### src/rtl/ram_boot_sequencer_if.sv
// ram_boot_sequencer_if: UART receive handshake plus the CPU-side and RAM-side
// memory buses that the boot sequencer sits between.
//   uart_valid/uart_data/uart_rd   : buart receive handshake
//   cpu_mem_*                      : RAM requests from the rcpu core
//   ram_*                          : ports to ram_memory
// 16-bit buses use [0:15] ordering (bit 0 is the MSB).
// modport master: the sequencer; modport slave: the surrounding system.
interface ram_boot_sequencer_if;
  logic        uart_valid;
  logic [7:0]  uart_data;
  logic        uart_rd;

  logic        cpu_mem_read_enable;
  logic        cpu_mem_write_enable;
  logic [0:15] cpu_mem_read_address;
  logic [0:15] cpu_mem_write_address;
  logic [0:15] cpu_mem_write_data;

  logic        ram_read_enable;
  logic        ram_write_enable;
  logic [0:15] ram_read_addr;
  logic [0:15] ram_write_addr;
  logic [0:15] ram_write_data;

  modport master (
    input  uart_valid, uart_data,
    output uart_rd,
    input  cpu_mem_read_enable, cpu_mem_write_enable,
    input  cpu_mem_read_address, cpu_mem_write_address, cpu_mem_write_data,
    output ram_read_enable, ram_write_enable,
    output ram_read_addr, ram_write_addr, ram_write_data
  );

  modport slave (
    output uart_valid, uart_data,
    input  uart_rd,
    output cpu_mem_read_enable, cpu_mem_write_enable,
    output cpu_mem_read_address, cpu_mem_write_address, cpu_mem_write_data,
    input  ram_read_enable, ram_write_enable,
    input  ram_read_addr, ram_write_addr, ram_write_data
  );
endinterface

### src/rtl/ram_boot_sequencer.sv
// ram_boot_sequencer: waits for PLL lock plus a settle delay, then either
// releases the CPU or first loads a program image received over the UART into
// RAM. Owns the CPU reset (cpu_run) and arbitrates the RAM ports.
//   clk, resetq (async, active-low)
//   pll_lock   : PLL locked
//   boot_req   : asynchronous load request, sampled once in DECIDE
//   bus        : UART handshake, CPU requests, RAM ports (master side)
//   cpu_run    : 1 lets the CPU run
//   loading    : loader owns RAM and a load is in progress
//   load_error : sticky until reset
module ram_boot_sequencer #(
  parameter int unsigned STARTUP_TICKS  = 40,
  parameter int unsigned MEM_WORDS      = 4096,
  parameter logic [23:0] TIMEOUT_CYCLES = 24'd4800000
) (
  input  logic                 clk,
  input  logic                 resetq,
  input  logic                 pll_lock,
  input  logic                 boot_req,
  ram_boot_sequencer_if.master bus,
  output logic                 cpu_run,
  output logic                 loading,
  output logic                 load_error
);

  localparam int unsigned TICK_W = $clog2(STARTUP_TICKS + 2);
  localparam int unsigned IDX_W  = 13;
  localparam int unsigned LEN_W  = 16;
  localparam int unsigned TO_W   = 24;

  typedef enum logic [3:0] {
    WAIT_LOCK, SETTLE, DECIDE, LEN_HI, LEN_LO, DATA_HI, DATA_LO,
    WRITE, CSUM, RUN, ERROR
  } state_t;

  state_t             r_state;
  state_t             w_state_nxt;
  logic [TICK_W-1:0]  r_tick;
  logic               r_boot_s1;
  logic               r_boot_s2;
  logic [LEN_W-1:0]   r_len;
  logic [IDX_W-1:0]   r_idx;
  logic [7:0]         r_hi;
  logic [7:0]         r_lo;
  logic [7:0]         r_csum;
  logic [TO_W-1:0]    r_idle;
  logic               r_uart_rd;
  logic               r_cpu_run;
  logic               r_loading;
  logic               r_load_error;

  logic               w_rx_state;
  logic               w_take;
  logic               w_timeout;
  logic [LEN_W-1:0]   w_len;
  logic               w_loading_nxt;

  // A byte is taken only when no strobe went out last cycle (buart still shows the old byte)
  assign w_rx_state = (r_state == LEN_HI) || (r_state == LEN_LO) || (r_state == DATA_HI) ||
                      (r_state == DATA_LO) || (r_state == CSUM);
  assign w_take     = w_rx_state && bus.uart_valid && !r_uart_rd;
  assign w_timeout  = w_rx_state && (r_idle == TIMEOUT_CYCLES);
  assign w_len      = {r_len[15:8], bus.uart_data};

  // State register
  always_ff @(posedge clk or negedge resetq) begin
    if (!resetq) r_state <= WAIT_LOCK;
    else         r_state <= w_state_nxt;
  end

  // Next-state and registered-output decode
  always_comb begin
    w_state_nxt   = r_state;
    w_loading_nxt = 1'b0;
    case (r_state)
      WAIT_LOCK: if (pll_lock) w_state_nxt = SETTLE;
      SETTLE: begin
        if (!pll_lock)                              w_state_nxt = WAIT_LOCK;
        else if (r_tick == TICK_W'(STARTUP_TICKS))  w_state_nxt = DECIDE;
      end
      DECIDE:  w_state_nxt = r_boot_s2 ? LEN_HI : RUN;
      LEN_HI:  if (w_take) w_state_nxt = LEN_LO;
      LEN_LO: begin
        if (w_take) begin
          if (w_len == '0)                          w_state_nxt = CSUM;
          else if (w_len > LEN_W'(MEM_WORDS))       w_state_nxt = ERROR;
          else                                      w_state_nxt = DATA_HI;
        end
      end
      DATA_HI: if (w_take) w_state_nxt = DATA_LO;
      DATA_LO: if (w_take) w_state_nxt = WRITE;
      WRITE:   w_state_nxt = (LEN_W'(r_idx) + LEN_W'(1) == r_len) ? CSUM : DATA_HI;
      CSUM:    if (w_take) w_state_nxt = (bus.uart_data == r_csum) ? RUN : ERROR;
      RUN:     w_state_nxt = RUN;
      ERROR:   w_state_nxt = ERROR;
      default: w_state_nxt = WAIT_LOCK;
    endcase
    if (w_timeout) w_state_nxt = ERROR;

    case (w_state_nxt)
      LEN_HI, LEN_LO, DATA_HI, DATA_LO, WRITE, CSUM: w_loading_nxt = 1'b1;
      default:                                       w_loading_nxt = 1'b0;
    endcase
  end

  // Datapath: settle counter, boot_req synchronizer, frame capture, idle timer, outputs
  always_ff @(posedge clk or negedge resetq) begin
    if (!resetq) begin
      r_tick       <= '0;
      r_boot_s1    <= 1'b0;
      r_boot_s2    <= 1'b0;
      r_len        <= '0;
      r_idx        <= '0;
      r_hi         <= '0;
      r_lo         <= '0;
      r_csum       <= '0;
      r_idle       <= '0;
      r_uart_rd    <= 1'b0;
      r_cpu_run    <= 1'b0;
      r_loading    <= 1'b0;
      r_load_error <= 1'b0;
    end else begin
      r_boot_s1    <= boot_req;
      r_boot_s2    <= r_boot_s1;
      r_uart_rd    <= w_take && !w_timeout;
      r_cpu_run    <= (r_state == RUN);
      r_loading    <= w_loading_nxt;
      r_load_error <= (w_state_nxt == ERROR);

      r_tick <= (r_state == SETTLE) ? r_tick + TICK_W'(1) : '0;

      if (r_state == DECIDE) r_csum <= '0;

      if (w_take) begin
        case (r_state)
          LEN_HI:  r_len[15:8] <= bus.uart_data;
          LEN_LO: begin
            r_len[7:0] <= bus.uart_data;
            r_idx      <= '0;
          end
          DATA_HI: begin
            r_hi   <= bus.uart_data;
            r_csum <= r_csum ^ bus.uart_data;
          end
          DATA_LO: begin
            r_lo   <= bus.uart_data;
            r_csum <= r_csum ^ bus.uart_data;
          end
          default: ;
        endcase
      end

      if (r_state == WRITE) r_idx <= r_idx + IDX_W'(1);

      // WRITE sits inside a frame, so the idle gap keeps counting across it
      if (!w_rx_state && r_state != WRITE) r_idle <= '0;
      else if (w_take)                     r_idle <= '0;
      else if (w_rx_state && !bus.uart_valid) r_idle <= r_idle + TO_W'(1);
    end
  end

  // RAM port mux, combinational on the registered state
  always_comb begin
    bus.ram_read_enable  = 1'b0;
    bus.ram_write_enable = 1'b0;
    bus.ram_read_addr    = '0;
    bus.ram_write_addr   = '0;
    bus.ram_write_data   = '0;
    if (r_state == RUN) begin
      bus.ram_read_enable  = bus.cpu_mem_read_enable;
      bus.ram_write_enable = bus.cpu_mem_write_enable;
      bus.ram_read_addr    = bus.cpu_mem_read_address;
      bus.ram_write_addr   = bus.cpu_mem_write_address;
      bus.ram_write_data   = bus.cpu_mem_write_data;
    end else if (r_state == WRITE) begin
      bus.ram_write_enable = 1'b1;
      bus.ram_write_addr   = LEN_W'(r_idx);
      bus.ram_write_data   = {r_hi, r_lo};
    end
  end

  assign bus.uart_rd = r_uart_rd;
  assign cpu_run     = r_cpu_run;
  assign loading     = r_loading;
  assign load_error  = r_load_error;

endmodule

### src/flat_wrapper.sv
// flat-port wrapper written by rule: the top's interface ports become plain ports
module ram_boot_sequencer_flat 
#(
  parameter int unsigned STARTUP_TICKS  = 40,
  parameter int unsigned MEM_WORDS      = 4096,
  parameter logic [23:0] TIMEOUT_CYCLES = 24'd4800000
)
  (clk, resetq, pll_lock, boot_req, cpu_run, loading, load_error, bus_uart_valid, bus_uart_data, bus_uart_rd, bus_cpu_mem_read_enable, bus_cpu_mem_write_enable, bus_cpu_mem_read_address, bus_cpu_mem_write_address, bus_cpu_mem_write_data, bus_ram_read_enable, bus_ram_write_enable, bus_ram_read_addr, bus_ram_write_addr, bus_ram_write_data);
  ram_boot_sequencer_if bus_i ();
  input  logic clk;
  input  logic resetq;
  input  logic pll_lock;
  input  logic boot_req;
  output logic cpu_run;
  output logic loading;
  output logic load_error;
  input wire logic [$bits(bus_i.uart_valid)-1:0] bus_uart_valid;
  input wire logic [$bits(bus_i.uart_data)-1:0] bus_uart_data;
  output wire logic [$bits(bus_i.uart_rd)-1:0] bus_uart_rd;
  input wire logic [$bits(bus_i.cpu_mem_read_enable)-1:0] bus_cpu_mem_read_enable;
  input wire logic [$bits(bus_i.cpu_mem_write_enable)-1:0] bus_cpu_mem_write_enable;
  input wire logic [$bits(bus_i.cpu_mem_read_address)-1:0] bus_cpu_mem_read_address;
  input wire logic [$bits(bus_i.cpu_mem_write_address)-1:0] bus_cpu_mem_write_address;
  input wire logic [$bits(bus_i.cpu_mem_write_data)-1:0] bus_cpu_mem_write_data;
  output wire logic [$bits(bus_i.ram_read_enable)-1:0] bus_ram_read_enable;
  output wire logic [$bits(bus_i.ram_write_enable)-1:0] bus_ram_write_enable;
  output wire logic [$bits(bus_i.ram_read_addr)-1:0] bus_ram_read_addr;
  output wire logic [$bits(bus_i.ram_write_addr)-1:0] bus_ram_write_addr;
  output wire logic [$bits(bus_i.ram_write_data)-1:0] bus_ram_write_data;
  assign bus_i.uart_valid = bus_uart_valid;
  assign bus_i.uart_data = bus_uart_data;
  assign bus_uart_rd = bus_i.uart_rd;
  assign bus_i.cpu_mem_read_enable = bus_cpu_mem_read_enable;
  assign bus_i.cpu_mem_write_enable = bus_cpu_mem_write_enable;
  assign bus_i.cpu_mem_read_address = bus_cpu_mem_read_address;
  assign bus_i.cpu_mem_write_address = bus_cpu_mem_write_address;
  assign bus_i.cpu_mem_write_data = bus_cpu_mem_write_data;
  assign bus_ram_read_enable = bus_i.ram_read_enable;
  assign bus_ram_write_enable = bus_i.ram_write_enable;
  assign bus_ram_read_addr = bus_i.ram_read_addr;
  assign bus_ram_write_addr = bus_i.ram_write_addr;
  assign bus_ram_write_data = bus_i.ram_write_data;
  ram_boot_sequencer #(.STARTUP_TICKS(STARTUP_TICKS), .MEM_WORDS(MEM_WORDS), .TIMEOUT_CYCLES(TIMEOUT_CYCLES)) u_core (.clk(clk), .resetq(resetq), .pll_lock(pll_lock), .boot_req(boot_req), .bus(bus_i), .cpu_run(cpu_run), .loading(loading), .load_error(load_error));
endmodule
### config.mk
export PLATFORM = sky130hd
export DESIGN_NAME = ram_boot_sequencer_flat
export DESIGN_NICKNAME = d
export VERILOG_FILES = /design/src/rtl/ram_boot_sequencer_if.sv /design/src/rtl/ram_boot_sequencer.sv /design/src/flat_wrapper.sv
export SDC_FILE = /design/constraint.sdc
export NUM_CORES = 1
export LEC_CHECK = 0
export CAP_MARGIN = 5
export CORE_MARGIN = 8
export CORE_UTILIZATION = 52
export DETAILED_ROUTE_END_ITERATION = 12
export PLACE_DENSITY = 0.92
export SETUP_SLACK_MARGIN = 0.5
export SYNTH_ARGS = -nofsm -noshare
export SYNTH_HDL_FRONTEND = slang
export SYNTH_SLANG_ARGS = --single-unit
export TNS_END_PERCENT = 5
### constraint.sdc
create_clock -name clk -period 3 [get_ports clk]
set_clock_uncertainty 0.15 [all_clocks]
set_input_delay 0.6 -clock clk [delete_from_list [all_inputs] [get_ports clk]]
set_output_delay 0.6 -clock clk [all_outputs]
set_load 0.02 [all_outputs]
==> reports/results.ini, run 1 <==
[synthesis]
synth_top_flop_cell=sky130_fd_sc_hd__dfrtp_1
yosys.area.top_type=sky130_fd_sc_hd__dfrtp_1
yosys.cell_types.count=61
postSynthNetCount=662
synth_area_leaders=sky130_fd_sc_hd__dfrtp_1, sky130_fd_sc_hd__mux2_2, sky130_fd_sc_hd__o21ai_0
synthesis.yosys.warnings=0
syn_area_sq_um=5530
synth_common_cells=sky130_fd_sc_hd__dfrtp_1, sky130_fd_sc_hd__nor2_1, sky130_fd_sc_hd__o21ai_0
synth-async-reset-ratio_pct=100
number_of_enable_flip_flop_cells_after_synthesis=0
yosys_register_bits=93
syn-instance-count=594
synth_top_cell_area_share_pct=42.1
synth.yosys.seq_area_share_pct=42.1
syn_area_per_cell_sq_um=9.30
yosysMostFrequentCell=sky130_fd_sc_hd__dfrtp_1

[setup_path]
worst_path_arrival_ns=2.93
setup.worst_path.end_class=flop
critical_path.cell_chain=clkdlybuf4s50_1 > buf_4 > nor4_4 > nand4_1 > and3_1 > and3_1 > o31ai_4 > o21ba_1 > a311o_1
rr_worst_depth=8
reg2reg_setup_slack_ns=0.29
cp-endpoint=u_core.loading
worst-path-max-fanout=7
worst_setup_path_start_kind=input pin
worst_path_max_delay_cell=sky130_fd_sc_hd__clkdlybuf4s50_1
timing.critical_path.slowest_cell_delay_ns=0.52
crit-reg2reg-launch=u_core.r_idx[1]
timing_worst_setup_path_type=in2reg
cp_common_cell=sky130_fd_sc_hd__and3_1
reg2reg_to=u_core.loading
crit_path_start=bus_uart_data[2]
critical_path_required_ns=3.11

[floorplanning]
floorplan.io_pins=117
fp.coreArea_sq_um=10300
die_y_microns=119
initial_cell_density_of_the_core_pct=53.5
floorplan.rows=37
die-width_microns=119
design.die.area_sq_um=14200

[clock_network]
number_of_cts_inserted_buffers=9
clock_tree_from_tritoncts=built
clk_slew_on_worst_s_h_paths_ns=0.10
cts_htree_levels=3
tritoncts_num_sinks=93
clock-root-buffer=sky130_fd_sc_hd__clkbuf_8
worst_skew_pair.late_latency_ns=0.38
clock_tree.buffer_depth=2

[power]
ir_worst_vdd_mv=0.323
total_leakage_power_nw=3.54
design_power_total_mw=2.49
powerDensity_nw_per_um2=324

[global_routing]
grt_overflow=0
grt_start_max_net_pins=42
global_route_wire_length_before_repair_mm=29.1
first_global_vias=5694
global_route.usage.total_pct=25.1
antenna_violations_before_repair=1

[routing]
dr_vias=5646
drt-initial-drc-count=551
number_of_drc_violations_after_detailed_routing=0
dr.max_layer_used=met5
detailroute.wirelength.met3_mm=1.68
detail-route-antenna-nets=0
vias_per_cell=6.34
detail_route.first_pass.iterations=8
routedLengthMet1_mm=7.14
detail_route.wirelength_mm=19.1
met2RoutedLength_mm=9.68
route.detailed.wl_per_inst_microns=21.4

[sta]
fin_ws_ns=0.181
final_hold_viol_count=0
relSlewSlack_pct=30.8
final_period_minus_worst_setup_slack_ns=2.82
max_clock_freq_ghz=0.355
final.period_utilization_pct=94.0
number_of_max_slew_violations_in_the_final_report=0
tightestPinTransition_ns=1.04
rsz_0062_raised_after_global_routing=true
final-setup-viol-count=0
timing.setup.tns_ns=0

[placed_design]
buffer_ports.inserted=116
dp_worst_setup_slack_ns=-0.200
gp_routability_congestion=0.912
place.detailed.hpwl_mm=11.8

[cells_and_area]
final_layout_size_suffix_gt1_share_pct=24.8
fin_util_pct=74.3
multiInputGateArea_sq_um=3140
total_number_of_nets_in_the_final_design=818
num-fill-cells=647
areaGrowthSynthToFinish_pct=38.8
antenna_cells=0
ff_latch_area_sq_um=2330

[hold_path]
hp-class=in2async

[status]
result_of_the_run=completed

[run]
max-cap-violations=0

-- how the worst min path moves through the flow --
stage | to | slack [ns]
2_1_floorplan | u_core.bus.uart_rd | 0.15
3_3_place_gp | u_core.r_boot_s2 | 0.18
3_5_place_dp | u_core.r_boot_s2 | 0.18
4_1_cts | u_core.r_hi[6] | 0.007
5_1_grt | u_core.r_hi[6] | 0.01
6_report | u_core.r_idle[0] | 0.004
-- cell families (layout without fill, tap and decap cells) --
kind of cell | Yosys count | after routing | synth area share (%)
AND/OR/NAND/NOR | 231 | 231 | 22.0
AO/OA/AOI/OAI | 128 | 128 | 16.1
flip-flops | 93 | 93 | 42.1
buffers and inverters | 55 | 216 | 4.05
XOR/XNOR | 43 | 43 | 6.81
multiplexers | 38 | 38 | 7.63
adder cells (fa/ha/maj) | 6 | 6 | 1.31
-- state kept, by name, indices dropped and copies added (netlist names) --
name,flops
u_core.load_error,1
u_core.r_boot_s1,1
u_core.r_hi,8
u_core.r_boot_s2,1
u_core.r_idle,24
u_core.r_csum,8
u_core.bus.uart_rd,1
u_core.r_tick,6
u_core.r_len,16
u_core.r_lo,8
u_core.r_state,4
u_core.r_idx,13
u_core.loading,1
u_core.cpu_run,1
-- layout by cell type, fill, tap and decap left out, drive strengths merged, types with 4 or more instances in the layout --
cell type,count
nand2,41
mux2i,5
nor2,58
a22o,28
and2,5
nand3,21
a21oi,6
xor2,19
nand4,13
nor2b,7
clkbuf,11
and3,30
nor4,9
o31ai,11
xnor2,24
dlygate4sd2,24
mux2,33
a31oi,5
clkdlybuf4s50,58
buf,98
dfrtp,93
nor3,11
or3,6
nand2b,13
inv,14
ha,5
o21ai,54
o22ai,4
-- stage by stage --
stage               hold WS (ns)  cell area, sq um  std cells
detailed placement         0.185              7060        845
CTS                      0.00686              7510        880
finish                   0.00423              7670        891
global route              0.0107              7670        891
floorplan                  0.154              5570        594
global placement           0.185              7060        845
-- critical path, delay by kind of cell --
kind	cells	cell delay, ns
AND/OR/NAND/NOR	4	0.81
AO/OA/AOI/OAI	3	0.77
buffers and inverters	2	0.74
-- report_power, final --
group	switching [mW]	internal [mW]	leakage [nW]
combinational	0.0956	0.116	2.23
clock	0.509	0.481	0.109
sequential	0.0149	1.27	1.20
total	0.620	1.87	3.54
-- layer usage --
layer	up-vias	track usage (%)
met4	2	11.3
met1	2722	29.4
met5	-	0
li1	2470	-
met2	378	44.2
met3	74	4.02
-- area by class of cell --
cell class | instances | area share (%)
multi-input combinational | 446 | 40.9
sequential | 93 | 30.4
timing repair buffer | 187 | 22.8
tap | 136 | 2.22
clock buffer | 9 | 1.62
clock inverter | 7 | 1.42
inverter | 13 | 0.636
-- what timing repair did --
item,CTS,global route
setup buffers,15,9
hold buffers,0,0
hold endpoints to repair,0,0
cloned,4,2
pin swaps,13,9
resized for setup,174,16
endpoints found under the setup margin,55,79
Power figures use the tool's default switching activity.
==> run 2: changes to the inputs <==
--- a/config.mk
+++ b/config.mk
@@ -7,9 +7,10 @@
 export LEC_CHECK = 0
 export CAP_MARGIN = 5
 export CORE_MARGIN = 8
-export CORE_UTILIZATION = 52
+export CORE_UTILIZATION = 60
 export DETAILED_ROUTE_END_ITERATION = 12
-export PLACE_DENSITY = 0.92
+export DONT_BUFFER_PORTS = 1
+export PLACE_DENSITY = 0.87
 export SETUP_SLACK_MARGIN = 0.5
 export SYNTH_ARGS = -nofsm -noshare
 export SYNTH_HDL_FRONTEND = slang
==> reports/results.ini, run 2 (synthesis results as in run 1) <==
[status]
result_of_the_run=complete, but fails checks
violations=negative hold slack

[setup_path]
cp_num_cells=7
reg2reg_setup_slack_ns=0.31
rr_worst_depth=7
timing_worst_setup_path_type=reg2reg
timing.critical_path.slowest_cell_delay_ns=0.53
setup.worst_path.end_class=flop
critPathTopFamily=compound AO/OA/AOI/OAI gates
critical_path_required_ns=3.11
worst_setup_path_start_kind=flop
critical_path_buf_inv_count=0
critical_path.cell_chain=or4_4 > or3_4 > o311ai_2 > o211ai_1 > o31ai_2 > o21ba_1 > a311o_1
worst_path_arrival_ns=2.80
worst_path_max_delay_cell=sky130_fd_sc_hd__or4_4
worst-path-max-fanout=6

[clock_network]
tritoncts_num_sinks=93
clk_slew_on_worst_s_h_paths_ns=0.09
clock-root-buffer=sky130_fd_sc_hd__clkbuf_8
cts_htree_levels=3
worst_skew_pair.late_latency_ns=0.37
clock_tree.buffer_depth=2
clock_tree_from_tritoncts=built
number_of_cts_inserted_buffers=9

[floorplanning]
die-width_microns=112
fp.coreArea_sq_um=9110
floorplan.rows=35
design.die.area_sq_um=12500
floorplan.io_pins=117
die_y_microns=112
initial_cell_density_of_the_core_pct=60.7

[placed_design]
buffer_ports.inserted=0
gp_routability_congestion=0.898
place.detailed.hpwl_mm=9.64

[sta]
rsz_0062_raised_after_global_routing=true
max_clock_freq_ghz=0.372
worst_hold_slack_ns=-0.233
tightestPinTransition_ns=0.610
number_of_max_slew_violations_in_the_final_report=0
relSlewSlack_pct=59.3
timing.setup.tns_ns=0
final_period_minus_worst_setup_slack_ns=2.69
final.period_utilization_pct=89.5
final-setup-viol-count=0
final_hold_viol_count=93

[cells_and_area]
final_common_cell=sky130_fd_sc_hd__dfrtp_1
areaGrowthSynthToFinish_pct=13.4
max_ffs_per_register=24
mostFrequentLayoutCells=sky130_fd_sc_hd__dfrtp_1, sky130_fd_sc_hd__nor2_1, sky130_fd_sc_hd__o21ai_0, sky130_fd_sc_hd__nand2_1, sky130_fd_sc_hd__mux2_2
final_layout_size_suffix_gt1_share_pct=24.4
num-fill-cells=622
registers.top_by_ff_count=u_core.r_idle
total_number_of_nets_in_the_final_design=667
top_regs=u_core.r_idle (24), u_core.r_len (16), u_core.r_idx (13)
antenna_cells=0

[power]
design_power_total_mw=2.28
powerDensity_nw_per_um2=365
total_leakage_power_nw=2.75
ir_worst_vdd_mv=0.341

[run]
max-cap-violations=0

[global_routing]
global_route_wire_length_before_repair_mm=22.6
antenna_violations_before_repair=0
grt_start_max_net_pins=94
first_global_vias=4439
global_route.usage.total_pct=22.1
grt_overflow=0

[routing]
vias_per_cell=6.69
detail-route-antenna-nets=0
detail_route.wirelength_mm=15.0
number_of_drc_violations_after_detailed_routing=0
dr_vias=4776
drt-initial-drc-count=369
route.detailed.wl_per_inst_microns=21.0
detail_route.first_pass.iterations=5

[hold_path]
hp-class=in2async

[run 2: changes by cell type in the layout (fill, tap and decap cells not counted), moves of 4 or more]
cell / change
sky130_fd_sc_hd__buf_16: -4
sky130_fd_sc_hd__a22o_1: -28
sky130_fd_sc_hd__buf_2: -23
sky130_fd_sc_hd__buf_4: -30
sky130_fd_sc_hd__a22o_2: +23
sky130_fd_sc_hd__dlygate4sd2_1: -24
sky130_fd_sc_hd__a22o_4: +5
sky130_fd_sc_hd__clkdlybuf4s50_1: -58
sky130_fd_sc_hd__buf_6: -5
[run 2: layout make-up]
class	instances	area [sq um]	area share (%)
multi-input combinational	446	3160	50.4
sequential	93	2340	37.3
timing repair buffer	36	360	5.75
tap	111	139	2.22
clock buffer	9	124	1.98
clock inverter	6	100	1.60
inverter	13	48.8	0.779
[run 2: repair_timing]
action,CTS,global route
pin swaps,3,7
gates cloned,1,3
endpoints found under the setup margin,56,69
hold endpoints to repair,93,93
buffers inserted,6,10
gates resized for setup,46,13
[run 2: report_power, final]
| group | switching, mW | total [mW] | leakage [nW] | internal (mW) |
|---|---|---|---|---|
| Clock | 0.471 | 0.944 | 0.104 | 0.473 |
| Combinational | 0.0280 | 0.0579 | 1.45 | 0.0299 |
| Sequential | 0.0142 | 1.28 | 1.20 | 1.27 |
| Total | 0.513 | 2.28 | 2.75 | 1.77 |
[run 2: final timing paths]
path	endpoint	start
max	u_core.loading	u_core.r_idle[5]
min	u_core.r_idle[1]	resetq
max reg2reg	u_core.loading	u_core.r_idle[5]
min reg2reg	u_core.r_boot_s2	u_core.r_boot_s1
max in group asynchronous	u_core.r_state[0]	resetq
min in group clk	u_core.r_boot_s1	boot_req
[run 2: routing by layer]
layer  global-route usage [%]  share of wire, %
met3                     5.03               8.4
met5                        0                 0
met4                     10.1               3.0
met2                     37.6                49
met1                     26.2                39
[run 2: per-stage QoR]
stage	cell area [sq um]	setup slack [ns]	instances	hold WS, ns	util [%]
finish	6270	0.314	714	-0.233	68.8
global route	6270	0.209	714	-0.253	68.8
global placement	5660	0.317	679	0.158	62.1
floorplan	5570	0.484	594	0.154	-
detailed placement	5660	0.212	679	0.158	62.1
CTS	6070	0.347	701	-0.254	66.7
